<file path="config.mk">
export PLATFORM = sky130hd
export DESIGN_NAME = regfile_write_demux_flat
export DESIGN_NICKNAME = d
export VERILOG_FILES = /design/src/rtl/regfile_write_demux_if.sv /design/src/rtl/regfile_write_demux.sv /design/src/flat_wrapper.sv
export SDC_FILE = /design/constraint.sdc
export NUM_CORES = 1
export LEC_CHECK = 0
export ABC_AREA = 1
export ABC_CLOCK_PERIOD_IN_PS = 1700
export BUFFER_PORTS_ARGS = -buffer_cell sky130_fd_sc_hd__buf_4
export CAP_MARGIN = 30
export CELL_PAD_IN_SITES_DETAIL_PLACEMENT = 1
export CELL_PAD_IN_SITES_GLOBAL_PLACEMENT = 2
export CORE_MARGIN = 1.5
export CORE_UTILIZATION = 27
export DETAILED_ROUTE_END_ITERATION = 10
export PLACE_DENSITY_LB_ADDON = 0.3
export RECOVER_POWER = 50
export SLEW_MARGIN = 20
export SYNTH_ARGS = -nofsm -noshare
export SYNTH_HDL_FRONTEND = slang
export SYNTH_SLANG_ARGS = --single-unit
</file>
<file path="constraint.sdc">
create_clock -name clk -period 1.7 [get_ports clk]
set_input_delay 0.17 -clock clk [delete_from_list [all_inputs] [get_ports clk]]
set_output_delay 0.17 -clock clk [all_outputs]
set_load 0.05 [all_outputs]
</file>
<file path="src/rtl/regfile_write_demux_if.sv">
// regfile_write_demux_if: issue, writeback, hazard-query and register-file write bundle
// for the write demux. Revision 1.0.
`default_nettype none

interface regfile_write_demux_if #(
  parameter int DATA_W = 64,
  parameter int NREG   = 32,
  parameter int ADDR_W = $clog2(NREG)
);
  logic              issue_valid;
  logic [ADDR_W-1:0] issue_addr;
  logic              issue_stall;
  logic              wb_valid;
  logic [ADDR_W-1:0] wb_addr;
  logic [DATA_W-1:0] wb_data;
  logic              flush;
  logic [ADDR_W-1:0] rs1_addr;
  logic [ADDR_W-1:0] rs2_addr;
  logic              rs1_pending;
  logic              rs2_pending;
  logic [NREG-1:0]   wr_en;
  logic [DATA_W-1:0] wr_data;
  logic              sb_err;

  modport master (
    output issue_valid, issue_addr, wb_valid, wb_addr, wb_data, flush, rs1_addr, rs2_addr,
    input  issue_stall, rs1_pending, rs2_pending, wr_en, wr_data, sb_err
  );

  modport slave (
    input  issue_valid, issue_addr, wb_valid, wb_addr, wb_data, flush, rs1_addr, rs2_addr,
    output issue_stall, rs1_pending, rs2_pending, wr_en, wr_data, sb_err
  );
endinterface

`default_nettype wire

</file>
<file path="src/rtl/regfile_write_demux.sv">
// regfile_write_demux: registered one-hot WB write fan-out plus per-register in-flight
// writer scoreboard for RAW hazard detection. Revision 1.0.
`default_nettype none

module regfile_write_demux #(
  parameter int DATA_W   = 64,
  parameter int NREG     = 32,
  parameter int ADDR_W   = $clog2(NREG),
  parameter int ZERO_REG = 31,
  parameter int MAX_INFL = 3
) (
  input  wire logic             clk,
  input  wire logic             reset_n,
  regfile_write_demux_if.slave  bus
);

  localparam int CNT_W = $clog2(MAX_INFL + 1);
  localparam logic [CNT_W-1:0]  c_cnt_max   = CNT_W'(MAX_INFL);
  localparam logic [ADDR_W-1:0] c_zero_addr = ADDR_W'(ZERO_REG);
  localparam logic [1:0]        c_tail_len  = 2'd2;

  logic [NREG-1:0][CNT_W-1:0] w_cnt;
  logic                       w_wb_hit;
  logic                       w_issue_ok;
  logic                       w_issue_full;
  logic                       w_underflow;
  logic [NREG-1:0]            r_wr_en;
  logic [DATA_W-1:0]          r_wr_data;
  logic                       r_sb_err;
  logic [1:0]                 r_flush_tail;

  // Out-of-range addresses behave exactly like the zero register.
  assign w_wb_hit   = bus.wb_valid && (int'(bus.wb_addr) < NREG) && (bus.wb_addr != c_zero_addr);
  assign w_issue_ok = bus.issue_valid && (int'(bus.issue_addr) < NREG)
                      && (bus.issue_addr != c_zero_addr);

  assign w_issue_full = w_issue_ok && (w_cnt[bus.issue_addr] == c_cnt_max)
                        && !(bus.wb_valid && bus.wb_addr == bus.issue_addr);
  assign bus.issue_stall = w_issue_full;

  assign bus.rs1_pending = (int'(bus.rs1_addr) < NREG) && (w_cnt[bus.rs1_addr] != '0);
  assign bus.rs2_pending = (int'(bus.rs2_addr) < NREG) && (w_cnt[bus.rs2_addr] != '0);

  assign w_underflow = w_wb_hit && (w_cnt[bus.wb_addr] == '0);

  genvar r;
  generate
    for (r = 0; r < NREG; r++) begin : g_cnt
      if (r == ZERO_REG) begin : g_zero
        assign w_cnt[r] = '0;
      end else begin : g_live
        logic [CNT_W-1:0] r_cnt;
        logic             w_inc;
        logic             w_dec;

        assign w_inc = w_issue_ok && !w_issue_full && (bus.issue_addr == ADDR_W'(r));
        assign w_dec = w_wb_hit && (bus.wb_addr == ADDR_W'(r)) && (r_cnt != '0);

        always_ff @(posedge clk or negedge reset_n) begin
          if (!reset_n) begin
            r_cnt <= '0;
          end else if (bus.flush) begin
            r_cnt <= '0;
          end else if (w_inc && !w_dec) begin
            r_cnt <= r_cnt + CNT_W'(1);
          end else if (w_dec && !w_inc) begin
            r_cnt <= r_cnt - CNT_W'(1);
          end
        end

        assign w_cnt[r] = r_cnt;
      end
    end
  endgenerate

  always_ff @(posedge clk or negedge reset_n) begin
    if (!reset_n) begin
      r_wr_en   <= '0;
      r_wr_data <= '0;
    end else if (w_wb_hit) begin
      r_wr_en   <= NREG'(1) << bus.wb_addr;
      r_wr_data <= bus.wb_data;
    end else begin
      r_wr_en   <= '0;
    end
  end

  // Writers discarded by a flush may still retire during the flush and the two cycles
  // after it, so their zero-count writes are not treated as scoreboard errors.
  always_ff @(posedge clk or negedge reset_n) begin
    if (!reset_n) begin
      r_flush_tail <= '0;
      r_sb_err     <= 1'b0;
    end else begin
      if (bus.flush) begin
        r_flush_tail <= c_tail_len;
      end else if (r_flush_tail != '0) begin
        r_flush_tail <= r_flush_tail - 2'd1;
      end
      if (w_underflow && !bus.flush && (r_flush_tail == '0)) begin
        r_sb_err <= 1'b1;
      end
    end
  end

  assign bus.wr_en   = r_wr_en;
  assign bus.wr_data = r_wr_data;
  assign bus.sb_err  = r_sb_err;

endmodule

`default_nettype wire

</file>
<file path="src/flat_wrapper.sv">
// flat-port wrapper written by rule: the top's interface ports become plain ports
module regfile_write_demux_flat 
#(
  parameter int DATA_W   = 64,
  parameter int NREG     = 32,
  parameter int ADDR_W   = $clog2(NREG),
  parameter int ZERO_REG = 31,
  parameter int MAX_INFL = 3
)
  (clk, reset_n, bus_issue_valid, bus_issue_addr, bus_wb_valid, bus_wb_addr, bus_wb_data, bus_flush, bus_rs1_addr, bus_rs2_addr, bus_issue_stall, bus_rs1_pending, bus_rs2_pending, bus_wr_en, bus_wr_data, bus_sb_err);
  regfile_write_demux_if #(.DATA_W(DATA_W), .NREG(NREG), .ADDR_W(ADDR_W)) bus_i ();
  input  wire logic clk;
  input  wire logic reset_n;
  input wire logic [$bits(bus_i.issue_valid)-1:0] bus_issue_valid;
  input wire logic [$bits(bus_i.issue_addr)-1:0] bus_issue_addr;
  input wire logic [$bits(bus_i.wb_valid)-1:0] bus_wb_valid;
  input wire logic [$bits(bus_i.wb_addr)-1:0] bus_wb_addr;
  input wire logic [$bits(bus_i.wb_data)-1:0] bus_wb_data;
  input wire logic [$bits(bus_i.flush)-1:0] bus_flush;
  input wire logic [$bits(bus_i.rs1_addr)-1:0] bus_rs1_addr;
  input wire logic [$bits(bus_i.rs2_addr)-1:0] bus_rs2_addr;
  output wire logic [$bits(bus_i.issue_stall)-1:0] bus_issue_stall;
  output wire logic [$bits(bus_i.rs1_pending)-1:0] bus_rs1_pending;
  output wire logic [$bits(bus_i.rs2_pending)-1:0] bus_rs2_pending;
  output wire logic [$bits(bus_i.wr_en)-1:0] bus_wr_en;
  output wire logic [$bits(bus_i.wr_data)-1:0] bus_wr_data;
  output wire logic [$bits(bus_i.sb_err)-1:0] bus_sb_err;
  assign bus_i.issue_valid = bus_issue_valid;
  assign bus_i.issue_addr = bus_issue_addr;
  assign bus_i.wb_valid = bus_wb_valid;
  assign bus_i.wb_addr = bus_wb_addr;
  assign bus_i.wb_data = bus_wb_data;
  assign bus_i.flush = bus_flush;
  assign bus_i.rs1_addr = bus_rs1_addr;
  assign bus_i.rs2_addr = bus_rs2_addr;
  assign bus_issue_stall = bus_i.issue_stall;
  assign bus_rs1_pending = bus_i.rs1_pending;
  assign bus_rs2_pending = bus_i.rs2_pending;
  assign bus_wr_en = bus_i.wr_en;
  assign bus_wr_data = bus_i.wr_data;
  assign bus_sb_err = bus_i.sb_err;
  regfile_write_demux #(.DATA_W(DATA_W), .NREG(NREG), .ADDR_W(ADDR_W), .ZERO_REG(ZERO_REG), .MAX_INFL(MAX_INFL)) u_core (.clk(clk), .reset_n(reset_n), .bus(bus_i));
endmodule
</file>
# --- Yosys cells after proc, flatten, opt, wreduce, memory -nomap -nowiden ---
# Index checks and enable logic that the tools add are counted.
totals:
  output_inout_bits: 100
  mem_bits_rw: 0
  latchBits: 0
  register_bits: 161
  memories: 0
  elab_cells: 570
  rom_bits: 0
  input_bits: 89
classes:
  mul: 0
  div_mod_pow: 0
  magnitude_cmp: 4
  add_sub_neg: 63
  n_shift: 1
  n_reduce_logical: 299
  n_eq_ne: 64
  n_bitwise: 0
  n_mux: 104
ops:
  columns: ["operator", "n"]
  rows:
  - ["2-bit two-way mux", 99]
  - ["1-bit logical AND", 164]
  - ["5-bit == test, second input constant", 30]
  - ["3-bit nonzero test", 31]
  - ["5-bit by 4-bit == test with 1-bit output, second input constant", 16]
  - ["2-bit nonzero test", 35]
  - ["1-bit logical NOT", 65]
  - ["2-bit by 1-bit subtractor with 2-bit output, second input constant", 32]
  - ["2-bit by 1-bit adder with 2-bit output, second input constant", 31]
  - ["2-bit binary-select mux with 5-bit select", 4]
  - ["5-bit by 3-bit == test with 1-bit output, second input constant", 8]
  - ["32-bit two-way mux", 1]
  - ["1-bit by 5-bit left shift with 32-bit output, first input constant", 1]
  - ["5-bit by 6-bit less-than comparator with 1-bit output, second input constant", 4]
  - ["5-bit by 2-bit == test with 1-bit output, second input constant", 4]
  - ["5-bit by 1-bit == test with 1-bit output, second input constant", 2]
  - ["5-bit logical NOT", 2]
  - ["5-bit != test, second input constant", 2]
  - ["5-bit == test", 1]
  - ["2-bit logical NOT", 2]
  - ["2-bit == test, second input constant", 1]

# --- Logic depth before layout (Yosys ltp) ---
depth:
  word_depth: 13
  ltp_mapped: 17
  ltp_nobuf: 15

# --- Worst setup path before layout ---
# No wires, ideal clock.
synth_timing:
  path_kind: "reg2out"
  startpoint: "register u_core.g_cnt[21].g_live.r_cnt[0]"
  endpoint: "output bus_rs2_pending"
  required_time_ns: 1.530
  t_arrival_ns: 1.760
  path_stages_with_launch: 8
  path_buffers: 0
  slack_ns: -0.230
  cell_sequence: "dfrtp_1 -> nor2_1 -> inv_1 -> nand2_1 -> o221ai_1 -> a211oi_1 -> or2_2 -> a31oi_1"
synth_between:
  elab_chain_len: 3
synth_lines:
  columns: ["element", "line", "text"]
  rows:
  - ["start: declaration", "regfile_write_demux.sv:52", "logic [CNT_W-1:0] r_cnt;"]
  - ["start signal: assignment", "regfile_write_demux.sv:65", "r_cnt <= r_cnt + CNT_W'(1);"]
  - ["start signal: assignment", "regfile_write_demux.sv:67", "r_cnt <= r_cnt - CNT_W'(1);"]
  - ["2-bit binary-select mux with 5-bit select", "regfile_write_demux.sv:42", "assign bus.rs2_pending = (int'(bus.rs2_addr) < NREG) && (w_cnt[bus.rs2_addr] != '0);"]
  - ["2-bit two-way mux (not written as such)", "regfile_write_demux.sv:42", null]
  - ["2-bit nonzero test", "regfile_write_demux.sv:42", null]
  - ["end: declaration", "flat_wrapper.sv:24", "output wire logic [$bits(bus_i.rs2_pending)-1:0] bus_rs2_pending;"]
# Every way passes these cells. The select of a mux whose other input is x is not followed.

# --- Worst setup path in the final report ---
layout_timing:
  startpoint: "register u_core.g_cnt[3].g_live.r_cnt[1]"
  endpoint: "output bus_rs2_pending"
layout_between:
  elab_chain_len: 3
layout_lines:
  columns: ["element", "line"]
  rows:
  - ["start: declaration", "regfile_write_demux.sv:52"]
  - ["start signal: assignment", "regfile_write_demux.sv:65"]
  - ["start signal: assignment", "regfile_write_demux.sv:67"]
  - ["2-bit binary-select mux with 5-bit select", "regfile_write_demux.sv:42"]
  - ["2-bit two-way mux (not written as such)", "regfile_write_demux.sv:42"]
  - ["2-bit nonzero test", "regfile_write_demux.sv:42"]
# Every way passes these cells. The select of a mux whose other input is x is not followed.

==> metrics <==
status finished with violations; failing checks negative setup slack; cell count after synthesis 1479; Fmax achieved 445 MHz; DIE HEIGHT 192 um; yosys warns 0; critical path class reg -> out; final instance area 15500 um2; commonest cells in the netlist 640 x nand2_1, 161 x dfrtp_1, 150 x inv_1; post-DP HPWL 32000 um; Largest stage delay, worst path 410 ps; Area growth, synth to finish 60.7%; cell repeated most along the worst path a21oi_2; ys flop type dfrtp_1; Max Cap Viol 0; initial DRC count 692; largest fanout on the critical path 3; final setup margin -546 ps; mean number of vias per cell 4.91; initial antenna violation count 0; Port Buf Inserts 188; CP max stage cell dfrtp_1; depth of the most critical reg-to-reg path 15; post-route ant nets 0; synthesized net count 1569; area of placed instances 13300 um2; crit path DAT 2080 ps; syn avg cell area 6.54 um2; unrepaired setup endpoints after global routing yes; vias in the first global route 12674; Hold Crit Class in -> async; Synth cell types 34; Post-Layout Cell Count 2421; largest net degree at the start of global routing 66; H-Tree Depth 4; crit path launch type register; sequential area share after synthesis 0.417; Rows 69; CP cell instances nor2_1 > buf_4 > o22ai_1 > a21oi_2 > a21oi_2 > nor2_2 > a31oi_4 > buf_6; first-pass GRT wire length 70300 um; Critical Path RT 1530 ps; fraction of layout cells with a size suffix above 1 0.315; Post-Route WL 45300 um; Initial Util 0.273; fill count 4426; endpoints failing hold 0; top post-synthesis cells by area dfrtp_1 42%, nand2_1 25%, nand4_1 6.1%; reg2reg start u_core.g_cnt[19].g_live.r_cnt[0]; wire per inst 18.7 um; gr usage total 0.251; vias 11890; I/O pin count 189; total iterations of the first detailed-routing run 5; count leader, synth nand2_1; CTS Sinks 161; remaining global-route overflow 0; Clock transition at path regs 70 ps; Post-Syn Area 9670 um2; die area 37000 um2; clk_lat worst skew 460 ps; leakage 8.37 nW; Worst VDD drop 0.744 mV; global placer's final weighted congestion 0.917; # placed instances 2307; P per Cell Area 972 nW/um2; Diodes inserted 0; area of the multi-input gates 5520 um2; DR DRC count 0; number of synthesized flops with an enable pin 0; final core utilization 0.439; Worst slew margin 0.419; Seq. cell area 4030 um2; core area 35400 um2; max-slew violation count 0; Async SR Flop Fraction 1.00; number of CTS-inserted buffers 17; #FFs+latches synth 161; final period utilization 1.32; post-synth top area share 0.417; Layout Skew 22.0 ps; crit end category primary output; Total Power 15.1 mW; clk buf depth 2; R2R Path End u_core.g_cnt[6].g_live.r_cnt[1]; Root Driver clkbuf_16; Layout Nets 2039; CTS tree built; dominant cell type by area after synthesis dfrtp_1; pre-CTS setup slack -476 ps; # setup viols final 66; chip width 192 um; flop2flop setup slack -430 ps; worst slew pin tran 871 ps; Final min period 2250 ps
-- critical path, delay by kind of cell (launching register included) --
kind,cells,cell delay (ps)
compound gates,4,700
buf+inv,2,340
flops,1,410
simple gates,2,180
-- layout make-up --
cell class	instances	share of cell area
clock buffer	18	0.0283
timing repair buffer	512	0.273
tap	461	0.0371
multi-input combinational	1101	0.355
clock inverter	12	0.00950
inverter	156	0.0380
sequential	161	0.259
-- power breakdown --
part           internal, mW  leakage, nW  total, mW  switching (mW)
sequential             4.35         2.04       4.78           0.434
combinational          2.60         6.04       6.30            3.69
clock                  2.23        0.287       4.03            1.81
-- cell families after synthesis --
family                     count (synthesis)  share of synthesized area
AOI/OAI and AO/OA                         79                     0.0523
xor gates and xnor gates                   1                   0.000906
adders and majority gates                  1                    0.00129
buffers and inverters                    217                     0.0886
DFF                                      161                      0.417
other                                      1                   0.000388
and+or+nand+nor                         1019                      0.440
-- registers in the layout, indices dropped and copies added, names as in the netlist --
signal,cells
u_core.bus.sb_err,1
u_core.bus.wr_data,64
u_core.bus.wr_en,32
u_core.g_cnt.g_live.r_cnt,62
u_core.r_flush_tail,2
-- through the flow --
step | hold slack [ps] | TNS (ps)
floorplan | -126 | 0
global placement | -24.6 | -23200
detailed placement | -25.4 | -27850
CTS | 55.4 | -24640
global route | 140 | -31990
finish | 106 | -23480
-- worst max path at each step --
stage	from	endpoint	slack, ps	depth (start not counted)
6_report	u_core.g_cnt[3].g_live.r_cnt[1]	bus_rs2_pending	-550	8
4_1_cts	u_core.g_cnt[11].g_live.r_cnt[1]	bus_rs2_pending	-570	8
5_1_grt	u_core.g_cnt[11].g_live.r_cnt[1]	bus_rs2_pending	-590	8
2_1_floorplan	bus_issue_addr[1]	u_core.g_cnt[23].g_live.r_cnt[0]	20	13
3_3_place_gp	bus_issue_addr[0]	u_core.g_cnt[8].g_live.r_cnt[1]	-390	15
3_5_place_dp	bus_issue_addr[0]	u_core.g_cnt[7].g_live.r_cnt[0]	-480	15
-- cells in the final DEF (no fill, tap or decap), drive strengths merged, types with 2 or more instances in the layout --
cell type / instances
a21oi: 12
a221oi: 7
a22oi: 3
buf: 429
bufinv: 2
clkbuf: 36
clkinv: 5
clkinvlp: 2
dfrtp: 161
dlygate4sd3: 65
inv: 159
nand2: 640
nand3: 110
nand4: 95
nor2: 138
nor3: 33
o211ai: 3
o21ai: 21
o221ai: 4
o22ai: 20
o311ai: 3
or2: 2
-- per-layer routing --
| layer | routed length [um] | global-route usage | part of all wire | up-vias |
|---|---|---|---|---|
| li1 | - | - | - | 5679 |
| met1 | 19000 | 0.302 | 0.42 | 5816 |
| met2 | 22000 | 0.431 | 0.49 | 321 |
| met3 | 2770 | 0.0591 | 0.061 | 74 |
| met4 | 1480 | 0.0987 | 0.033 | 0 |
| met5 | 0 | 0 | 0 | - |
-- repair_timing --
item | in CTS | in global routing
resized for setup | 175 | 56
setup endpoints to repair | 66 | 66
hold buffers | 65 | 0
hold endpoints to repair | 225 | 0
setup buffers | 16 | 6
pin swaps | 113 | 87
gates cloned | 6 | 0
Note: power is estimated with default switching activity, not from simulation.
